==> src/rtl/ecc_pkg.sv <==
// Shared constants and sequencer state encoding for the Montgomery-ladder scalar multiplier.
package ecc_pkg;

  localparam int unsigned KW = 256;
  localparam int unsigned TW = 8;

  typedef enum logic [1:0] {
    StIdle = 2'd0,
    StScan = 2'd1,
    StEmit = 2'd2,
    StFin  = 2'd3
  } seq_state_e;

endpackage

==> src/rtl/ladder_bit_seq.sv <==
// Scalar-bit sequencer: skips leading zeros of k, flags ladder init on the leading one,
// then hands the remaining bits MSB-first to the ladder step under a valid/ack handshake.
module ladder_bit_seq
  import ecc_pkg::*;
#(
  parameter int unsigned KW = ecc_pkg::KW,
  parameter int unsigned TW = ecc_pkg::TW
) (
  input  logic          clk,
  input  logic          rst,
  input  logic          start,
  input  logic [KW-1:0] k,
  input  logic          bit_ack,
  output logic          busy,
  output logic          init_req,
  output logic          bit_vld,
  output logic          kt,
  output logic [TW-1:0] t_idx,
  output logic          done,
  output logic          zero_k
);

  seq_state_e    state_q, state_d;
  logic [KW-1:0] ksh_q, ksh_d;
  logic [TW-1:0] t_q, t_d;
  logic          zflag_q, zflag_d;
  logic          top_bit;
  logic          last;

  // ksh_q[KW-1] always mirrors k[t_q] of the loaded scalar.
  assign top_bit = ksh_q[KW-1];
  assign last    = (t_q == '0);

  always_comb begin
    state_d = state_q;
    ksh_d   = ksh_q;
    t_d     = t_q;
    zflag_d = zflag_q;
    unique case (state_q)
      StIdle: begin
        if (start) begin
          ksh_d   = k;
          t_d     = TW'(KW - 1);
          zflag_d = 1'b0;
          state_d = StScan;
        end
      end
      StScan: begin
        if (last) begin
          zflag_d = ~top_bit;
          state_d = StFin;
        end else begin
          ksh_d = {ksh_q[KW-2:0], 1'b0};
          t_d   = t_q - 1'b1;
          if (top_bit) begin
            state_d = StEmit;
          end
        end
      end
      StEmit: begin
        if (bit_ack) begin
          if (last) begin
            state_d = StFin;
          end else begin
            ksh_d = {ksh_q[KW-2:0], 1'b0};
            t_d   = t_q - 1'b1;
          end
        end
      end
      StFin: begin
        state_d = StIdle;
      end
      default: begin
        state_d = StIdle;
      end
    endcase
  end

  always_ff @(posedge clk) begin
    if (rst) begin
      state_q <= StIdle;
      ksh_q   <= '0;
      t_q     <= '0;
      zflag_q <= 1'b0;
    end else begin
      state_q <= state_d;
      ksh_q   <= ksh_d;
      t_q     <= t_d;
      zflag_q <= zflag_d;
    end
  end

  assign busy     = (state_q != StIdle);
  assign init_req = (state_q == StScan) && top_bit;
  assign bit_vld  = (state_q == StEmit);
  assign kt       = top_bit;
  assign t_idx    = t_q;
  assign done     = (state_q == StFin);
  assign zero_k   = (state_q == StFin) && zflag_q;

endmodule

==> config.mk <==
export PLATFORM = sky130hd
export DESIGN_NAME = ladder_bit_seq
export DESIGN_NICKNAME = d
export VERILOG_FILES = /design/src/rtl/ecc_pkg.sv /design/src/rtl/ladder_bit_seq.sv
export SDC_FILE = /design/constraint.sdc
export NUM_CORES = 1
export LEC_CHECK = 0
export CAP_MARGIN = 20
export CORE_MARGIN = 5
export CORE_UTILIZATION = 50
export DETAILED_ROUTE_END_ITERATION = 12
export DONT_BUFFER_PORTS = 1
export GPL_TIMING_DRIVEN = 0
export SYNTH_ARGS = -nofsm -noshare
export SYNTH_HDL_FRONTEND = slang
export SYNTH_SLANG_ARGS = --single-unit
==> constraint.sdc <==
create_clock -name clk -period 2.79 [get_ports clk]
set_input_delay 0.4185 -clock clk [delete_from_list [all_inputs] [get_ports clk]]
set_output_delay 0.4185 -clock clk [all_outputs]
set_load 0.02 [all_outputs]
[Word-level counts from Yosys, hierarchy flattened]
Index checks and enable logic that the tools add are counted.
Storage, ports and cells
  register bits: 267
  latch bits: 0
  bits in writable memories: 0
  bits in read-only memories: 0
  output and inout bits: 14
  memories: 0
Cells by class
  add/subtract/negate cells: 1
  multipliers: 0
  div/mod/pow operators: 0
  order comparisons: 0
  equality and inequality tests: 8
  shifts and indexed selects: 0
  mux-type cells: 17
  bitwise operators: 1
  reduce and logical (&&, ||, !) cells: 10
Operators with widths (number)
  $mux 256: 3
  $pmux 256 s3: 1
  $mux 8: 3
  $pmux 8 s3: 1
  $mux 2: 5
  $logic_not 8->1: 1
  $pmux 2 s4: 1
  $sub 8x1->8 const B: 1
  $ne 2x2->1 const B: 3
  $reduce_and 3->1: 2
  $eq 2x2->1 const B: 2
  $reduce_and 4->1: 1
  $reduce_bool 2->1: 2
  $ne 3x3->1 const B: 1
  $reduce_bool 3->1: 1
  $eq 2x1->1 const B: 1
  $logic_and 1x1->1: 2
  $logic_not 2->1: 1
  $mux 1: 2
  $ne 2x1->1 const B: 1
  $pmux 1 s2: 1
  $not 1->1: 1

[Logic depth before layout (Yosys ltp)]
Gate-level depths: netlist of run 1.
  depth in word-level cells: 4
  gate-level depth with buffers: 9

[Least setup slack after synthesis of run 1]
No wires, ideal clock.
  path type: register to register
  start: register state_q[0]
  end: register ksh_q[10]
  arrival time: 1881 ps
  required time: 2644 ps
  path slack: 763 ps
  cell stages (with the launch flop): 10
  period minus slack after synthesis: 2027 ps
  cells stage by stage: dfxtp_1 inv_1 ha_1 nor2b_1 a21o_1 buf_2 nor2_2 buf_6 buf_6 a211oi_2
On the way
  word-level cells in the longest chain between the ends: 3
  elaborated cells between the ends (all ways): 8
  classes of those cells: eq/ne (4); mux (1); reduce/logical (3)
Ends and longest elaborated chain
  from (decl): line ladder_bit_seq.sv:23  | seq_state_e state_q, state_d;
  from (signal assigned): line ladder_bit_seq.sv:81  | state_q <= StIdle;
  from (signal assigned): line ladder_bit_seq.sv:86  | state_q <= state_d;
  $eq 2x2->1 *
  via bit_vld: line ladder_bit_seq.sv:16  | output logic bit_vld,
  $ne 2x2->1 (no source line) / $reduce_bool 3->1 (equally long branches)
  $reduce_and 3->1 (no source line)
  to (signal assigned): line ladder_bit_seq.sv:87  | ksh_q <= ksh_d;
  to (decl): line ladder_bit_seq.sv:24  | logic [KW-1:0] ksh_q, ksh_d;
Mark *: on every way through the listed nets, which the timed path passes. The rest lies on a longest branch.
A chain may end at the register's enable or synchronous reset.

[Worst setup path after layout of run 1]
  start: register state_q[0]
  end: register ksh_q[78]
Same word-level chain as after synthesis.

==> results by group, run 1 <==
Clock tree
  – Clk buf depth: 3
  – CTS tree: done
  – Number of H-tree levels: 1
  – CTS Sinks: 267
  – Postcts setup bufs: 0
  – Skew-Pair Late Insertion Delay: 540 ps
  – Reg clk slew, reported paths: 60 ps
  – Num CTS Buffers: 31
  – CTS root buffer: clkbuf_16

Synth
  – Syn Area/Cell: 10.89 µm²
  – Post-synth cell types: 42
  – Top-area cell type share of the netlist area: 39.06%
  – Post-synth top area cell: dfxtp_1
  – Register area share after synthesis: 39.06%
  – Syn Inst Count: 1257
  – Post-Syn Nets: 1523
  – Largest cells by area after synthesis: dfxtp_1 (39%), a211oi_2 (22%), mux2i_1 (19%)
  – Synth Warn #: 0
  – Syn Std Cell Area: 0.01368 mm²
  – Number of synthesized register bits: 267

Place
  – Port Buffers: 0
  – Placer congestion estimate: 0.7765
  – DP HPWL: 24150 µm

Worst setup path
  – FF-to-FF setup slack: 170 ps
  – FF-to-FF End: ksh_q[78]
  – Worst Path Buf+Inv: 3
  – Worst endpoint required time: 3250 ps
  – Ordered list of cells on the worst path: inv_1 > ha_1 > nor2b_1 > a21oi_4 > buf_4 > clkbuf_1 > a21oi_1 > a211oi_2
  – Slowest CP cell: clkbuf_1
  – Reg2reg start: state_q[0]
  – Kind of end point of the critical path: flip-flop
  – Crit path kind: reg -> reg
  – Worst r2r path cells: 8
  – Crit path DAT: 3080 ps
  – CP delay by family, top: buffers and inverters
  – Crit start category: flip-flop
  – Critical path fanouts, max: 10
  – Worst path max stage delay: 410 ps

Run status
  – Status: completed

Final layout
  – Post-layout util: 56.37%
  – Antenna cells: 0
  – Layout cells sized above 1: 29.07%
  – Post-synthesis to final-layout area growth: 11.03%
  – Filler instances: 2387
  – Final net count: 1557

STA
  – RSZ-0062 raised after global routing: false
  – Rel. slew slack: 49.79%
  – Minimum clock period: 2620 ps
  – F_max: 0.3816 GHz
  – Period utilization: 93.92%
  – Max-slew violations: 0
  – Number of hold violations in the final report: 0
  – Final TNS setup: 0 ps
  – Skew final: 8.947 ps
  – Worst-margin pin slew: 753.2 ps
  – # setup viols final: 0

Die
  – Die H: 175.4 µm
  – Row cnt: 60
  – Starting Density: 50.77%
  – Core Region: 0.02695 mm²
  – Die footprint: 0.03077 mm²
  – Num ports: 274
  – Die W: 175.4 µm

Hold path
  – HP Class: in -> reg
  – WHS Endpoint: ksh_q[243]
  – Hold Path Depth: 2
  – Min-delay src: k[243]

Global route
  – Vias in the first global route: 10058
  – Initial antenna violation count: 2
  – Largest net degree at the start of global routing: 15
  – Global Route met3 Usage: 6.715%
  – Global-route wire length before repair: 54500 µm
  – GR peak layer: met2
  – M2 GR Usage: 33.08%
  – GR Util met1: 29.28%
  – Total gr overflow: 0
  – GR Util All Layers: 21.18%

Detailed routing
  – Vias: 9942
  – DRT antenna net count: 0
  – DRT Wirelength: 34550 µm
  – DRC violations left: 0
  – Via/cell ratio: 6.007
  – First drt pass iteration count: 5
  – DR WL/cell: 20.88 µm
  – DRT iter0 DRCs: 506

Run
  – MaxCap Viol Count: 0

Power and ir drop
  – VDD IR max: 0.6302 mV
  – Power Density: 1427 mW/mm²
  – Leakage Power: 4.977 nW
-- power by group --
part / leakage, nW / switching, mW / internal (mW)
combinational: 2.22 / 6.09 / 4.75
sequential: 2.22 / 1.07 / 5.61
clock: 0.535 / 1.59 / 2.57
total: 4.98 / 8.74 / 12.9
-- per-stage QoR --
step | total power, mW | std cells | worst slack, ps | hold WS [ps] | cell area [µm²]
4_1_cts | 21.85 | 1655 | 143.0 | 85.02 | 15190
3_3_place_gp | 17.43 | 1598 | 174.4 | 488.5 | 14110
5_1_grt | 23.15 | 1655 | 5.341 | 107.7 | 15190
2_1_floorplan | 15.71 | 1257 | 762.8 | 444.6 | 13680
3_5_place_dp | 17.61 | 1598 | 160.2 | 494.2 | 14110
6_report | 21.68 | 1655 | 169.7 | 111.2 | 15190
-- routing by layer --
| metal | part of all wire (%) | wire [µm] |
|---|---|---|
| met2 | 45 | 15430 |
| met5 | 0.061 | 21 |
| met1 | 46 | 15900 |
| met4 | 1.4 | 484 |
| met3 | 7.9 | 2723 |
-- layout by cell type (no fill, tap or decap), types with 2 or more instances in the layout --
cell | netlist | layout
a211oi_1 | 15 | 15
a211oi_2 | 240 | 240
a21boi_0 | 2 | 2
a21oi_1 | 260 | 260
a311oi_1 | 5 | 5
a31oi_1 | 6 | 6
and2_1 | 3 | 3
buf_2 | 47 | 47
buf_4 | 3 | 3
buf_6 | 27 | 27
bufinv_16 | 0 | 2
clkbuf_1 | 67 | 68
clkbuf_16 | 0 | 31
clkbuf_2 | 0 | 3
clkbuf_8 | 0 | 14
clkinv_2 | 0 | 5
dfxtp_1 | 267 | 267
ha_1 | 6 | 6
inv_1 | 8 | 8
mux2i_1 | 255 | 255
nand2_1 | 3 | 3
nand2b_1 | 3 | 3
nor2_1 | 3 | 3
nor2b_1 | 2 | 2
nor3_1 | 2 | 2
o21ai_0 | 3 | 3
o31ai_1 | 3 | 3
or2_2 | 2 | 2
or3_1 | 4 | 4
or3b_2 | 2 | 2
or4_1 | 3 | 3
-- timing repair --
item	4_1_cts	5_1_grt
setup endpoints to repair	0	99
hold endpoints to repair	1	0
resized for setup	0	6
hold buffers	1	0
-- synth_stat cells, drive strengths merged --
library cell / n
or4: 3
and3: 1
nand2b: 3
a31oi: 6
or3: 4
a22oi: 1
ha: 6
a21boi: 2
dfxtp: 267
buf: 77
nor3: 3
a2111oi: 1
o41ai: 1
nor4b: 1
o32ai: 1
nor2: 4
nand3: 1
nor2b: 2
or3b: 2
nor4: 1
a211oi: 255
a21oi: 261
and2: 4
a311oi: 5
nand4b: 1
and4: 1
clkbuf: 67
nand3b: 1
inv: 8
nand2: 3
o21ai: 3
mux2i: 255
o31ai: 3
a21o: 1
or2: 2
-- final cells by class --
class	count	area, µm²	area share (%)
Multi-Input combinational cell	838	7495	49.33
Sequential cell	267	5345	35.18
Clock buffer	49	983.4	6.473
Buffer	144	817.0	5.378
Tap cell	341	426.7	2.808
Clock inverter	7	85.08	0.5600
Inverter	8	30.03	0.1977
Timing Repair Buffer	1	10.01	0.06589
-- how the worst max path moves through the flow --
stage / start / to / slack, ps / cells after the start
floorplan: state_q[0] / ksh_q[10] / 760 / 9
global placement: t_idx[0] / ksh_q[184] / 170 / 8
detailed placement: t_idx[0] / ksh_q[183] / 160 / 8
CTS: t_idx[0] / ksh_q[183] / 140 / 8
global route: t_idx[0] / ksh_q[168] / 5 / 8
finish: state_q[0] / ksh_q[78] / 170 / 8
-- cell families after synthesis --
logic type	synth area share [%]
buf+inv	6.163
compound gates	33.68
mux	18.65
simple gates	1.893
fa+ha+maj	0.5486
flops	39.06
-- flip-flops by register name, summed over array words and instances, names as in the netlist --
signal	flops
ksh_q	256
state_q	2
t_idx	8
zflag_q	1
No activity file was read; power rests on OpenSTA's default activity.
==> run 2: changes to the inputs <==
CORE_ASPECT_RATIO = 1.5   (was not set)
GPL_TIMING_DRIVEN = not set   (was 0)
==> run 2 against run 1 <==
Global-route usage down 1.5 points; clock power down 14%; critical path depth unchanged; critical endpoint is now t_idx[5]; highest routed layer unchanged; largest cell class unchanged; die area up 0.22%; critical path type unchanged.
==> results by group, run 2 (synthesis gave the netlist of run 1 again) <==
Power and ir drop
  – Sw Pwr: 8.404 mW (-3.9%)
  – VDD IR max: 1.217 mV (+93%)
  – Comb power frac: 50.5% (+0.5 points)
  – P_int: 12.23 mW (-5.5%)
  – Flop pwr share: 32.2% (+1.4 points)
  – Power Density: 1408 mW/mm² (-1.3%)
  – Net Sw Frac: 40.73% (+0.40 points)
  – Clock power share: 17.3% (-1.9 points)
  – Leakage Power: 4.661 nW (-6.3%)
  – Pwr Total: 20.63 mW (-4.8%)

Global route
  – Initial antenna violation count: 1 (-1)
  – Vias in the first global route: 9466 (-5.9%)
  – Total gr overflow: 0 (unchanged)
  – Largest net degree at the start of global routing: 270 (+255)
  – GR Util All Layers: 19.68% (-1.5 points)
  – Global-route wire length before repair: 51960 µm (-4.6%)

Worst setup path
  – Critical path fanouts, max: 9 (-1)
  – Worst endpoint required time: 3210 ps (-40 ps)
  – Kind of end point of the critical path: flip-flop
  – Worst r2r path cells: 8 (unchanged)
  – Crit path kind: reg -> reg
  – Crit path DAT: 3070 ps (about the same)
  – Crit start category: flip-flop

Final layout
  – Finished Cell Area: 0.01465 mm² (-3.5%)
  – Storage cell area: 0.005345 mm² (unchanged)
  – Most frequent cells in the layout: dfxtp_1 (267), a21oi_1 (260), mux2i_1 (255)
  – Post-synthesis to final-layout area growth: 7.096%
  – Final net count: 1439 (-7.6%)
  – Max reg flops: 256 (unchanged)
  – Most common cell after layout, fill and taps aside: dfxtp_1
  – Filler instances: 2401 (+0.59%)
  – Layout cells sized above 1: 26.76% (-2.3 points)
  – Most flop-heavy register: ksh_q
  – Footprint of the multi-input gates: 0.007522 mm² (+0.37%)

Place
  – Placed cell areas: 0.01371 mm² (-2.8%)
  – Port Buffers: 0 (unchanged)
  – Pre-CTS WS: 393.1 ps (+232.9 ps)
  – Placer congestion estimate: 0.7300 (-6.0%)
  – DP HPWL: 19980 µm (-17%)

STA
  – # setup viols final: 0 (unchanged)
  – Minimum clock period: 2649 ps (+28.98 ps)
  – Final worst setup slack: 140.7 ps (-28.98 ps)
  – Max-slew violations: 0 (unchanged)
  – Skew final: 10.08 ps (+1.135 ps)
  – Period utilization: 94.96% (+1.0 points)
  – F_max: 0.3775 GHz (-1.1%)
  – Final TNS setup: 0 ps (unchanged)
  – Rel. slew slack: 23.82% (-26 points)
  – Worst-margin pin slew: 1139 ps (+385.8 ps)
  – Number of hold violations in the final report: 0 (unchanged)
  – RSZ-0062 raised after global routing: false

Detailed routing
  – DR WL/cell: 21.36 µm (+2.3%)
  – Vias: 9477 (-4.7%)
  – DRC violations left: 0 (unchanged)
  – DRT iter0 DRCs: 501 (-0.99%)
  – First drt pass iteration count: 5 (unchanged)
  – DRT Wirelength: 32790 µm (-5.1%)
  – Via/cell ratio: 6.174 (+2.8%)
  – DRT antenna net count: 0 (unchanged)

Clock tree
  – Skew-Pair Late Insertion Delay: 530 ps (about the same)
  – Clk buf depth: 3 (unchanged)
  – CTS root buffer: clkbuf_16
  – Reg clk slew, reported paths: 70 ps (about the same)
  – Postcts setup bufs: 0 (unchanged)
  – CTS tree: done
  – CTS Sinks: 267 (unchanged)
  – Number of H-tree levels: 1 (unchanged)
  – Num CTS Buffers: 27 (-13%)

Die
  – Die H: 212.6 µm (+21%)
  – Row cnt: 74 (+23%)
  – Core Region: 0.02713 mm² (+0.66%)
  – Die W: 145.1 µm (-17%)
  – Starting Density: 50.44% (-0.33 points)
  – Die footprint: 0.03084 mm² (+0.22%)
  – Num ports: 274 (unchanged)

Run status
  – Status: completed

Run
  – MaxCap Viol Count: 0 (unchanged)

Hold path
  – HP Class: in -> reg
  – Hold Path Depth: 1 (-1)
## run 2: through the flow
stage | std cells | hold slack [ps] | util [%]
2_1_floorplan | 1257 | 444.6 | -
3_3_place_gp | 1480 | 470.6 | 50.54
3_5_place_dp | 1480 | 464.3 | 50.54
4_1_cts | 1532 | -54.63 | 53.86
5_1_grt | 1534 | -13.23 | 54.01
6_report | 1535 | 98.75 | 54.02
## run 2: worst max-delay path, cell delays in order (launching register included)
cell and delay, ps:
dfxtp_1 400, inv_1 140, ha_4 370, nand2b_1 130, a21o_1 240, buf_4 170, o41ai_1 380, a31oi_1 120
dlygate4sd3_1 590
## run 2: cell type report
cell class | instances | area share, %
diodes | 1 | 0.01708
clock buffers | 41 | 5.447
clock inverters | 7 | 0.4269
inverters | 8 | 0.2049
multi-input cells | 838 | 51.33
flip-flops and latches | 267 | 36.48
well taps | 342 | 2.920
repair buffers | 31 | 3.176
## run 2: what timing repair did
action / in CTS / in global routing
hold buffers: 4 / 2
endpoints found under the hold margin: 119 / 46
endpoints found under the setup margin: 0 / 1
gates resized for setup: 0 / 1
## run 2: power groups by stage
stage / clock, mW / combinational [mW] / sequential (mW)
6_report: 3.57 / 10.4 / 6.65
2_1_floorplan: 0 / 9.25 / 6.45
4_1_cts: 3.69 / 10.5 / 6.65
5_1_grt: 3.82 / 11.4 / 6.85
3_3_place_gp: 0 / 10.2 / 6.68
3_5_place_dp: 0 / 10.4 / 6.71
## run 2: path summary, 6_finish.rpt
check	startpoint	to	slack [ps]
max	state_q[0]	t_idx[5]	140
min	rst	t_idx[7]	100
max reg2reg	state_q[0]	t_idx[5]	140
min reg2reg	ksh_q[237]	ksh_q[237]	520
## run 2: routing by layer
metal	vias up	part of all wire (%)	GRT usage, %	wire (µm)
met5	-	0.040	0	13
met4	2	2.8	6.405	916
met3	55	7.3	5.906	2408
met2	229	47	31.37	15560
met1	4560	42	25.71	13890
li1	4631	-	-	-
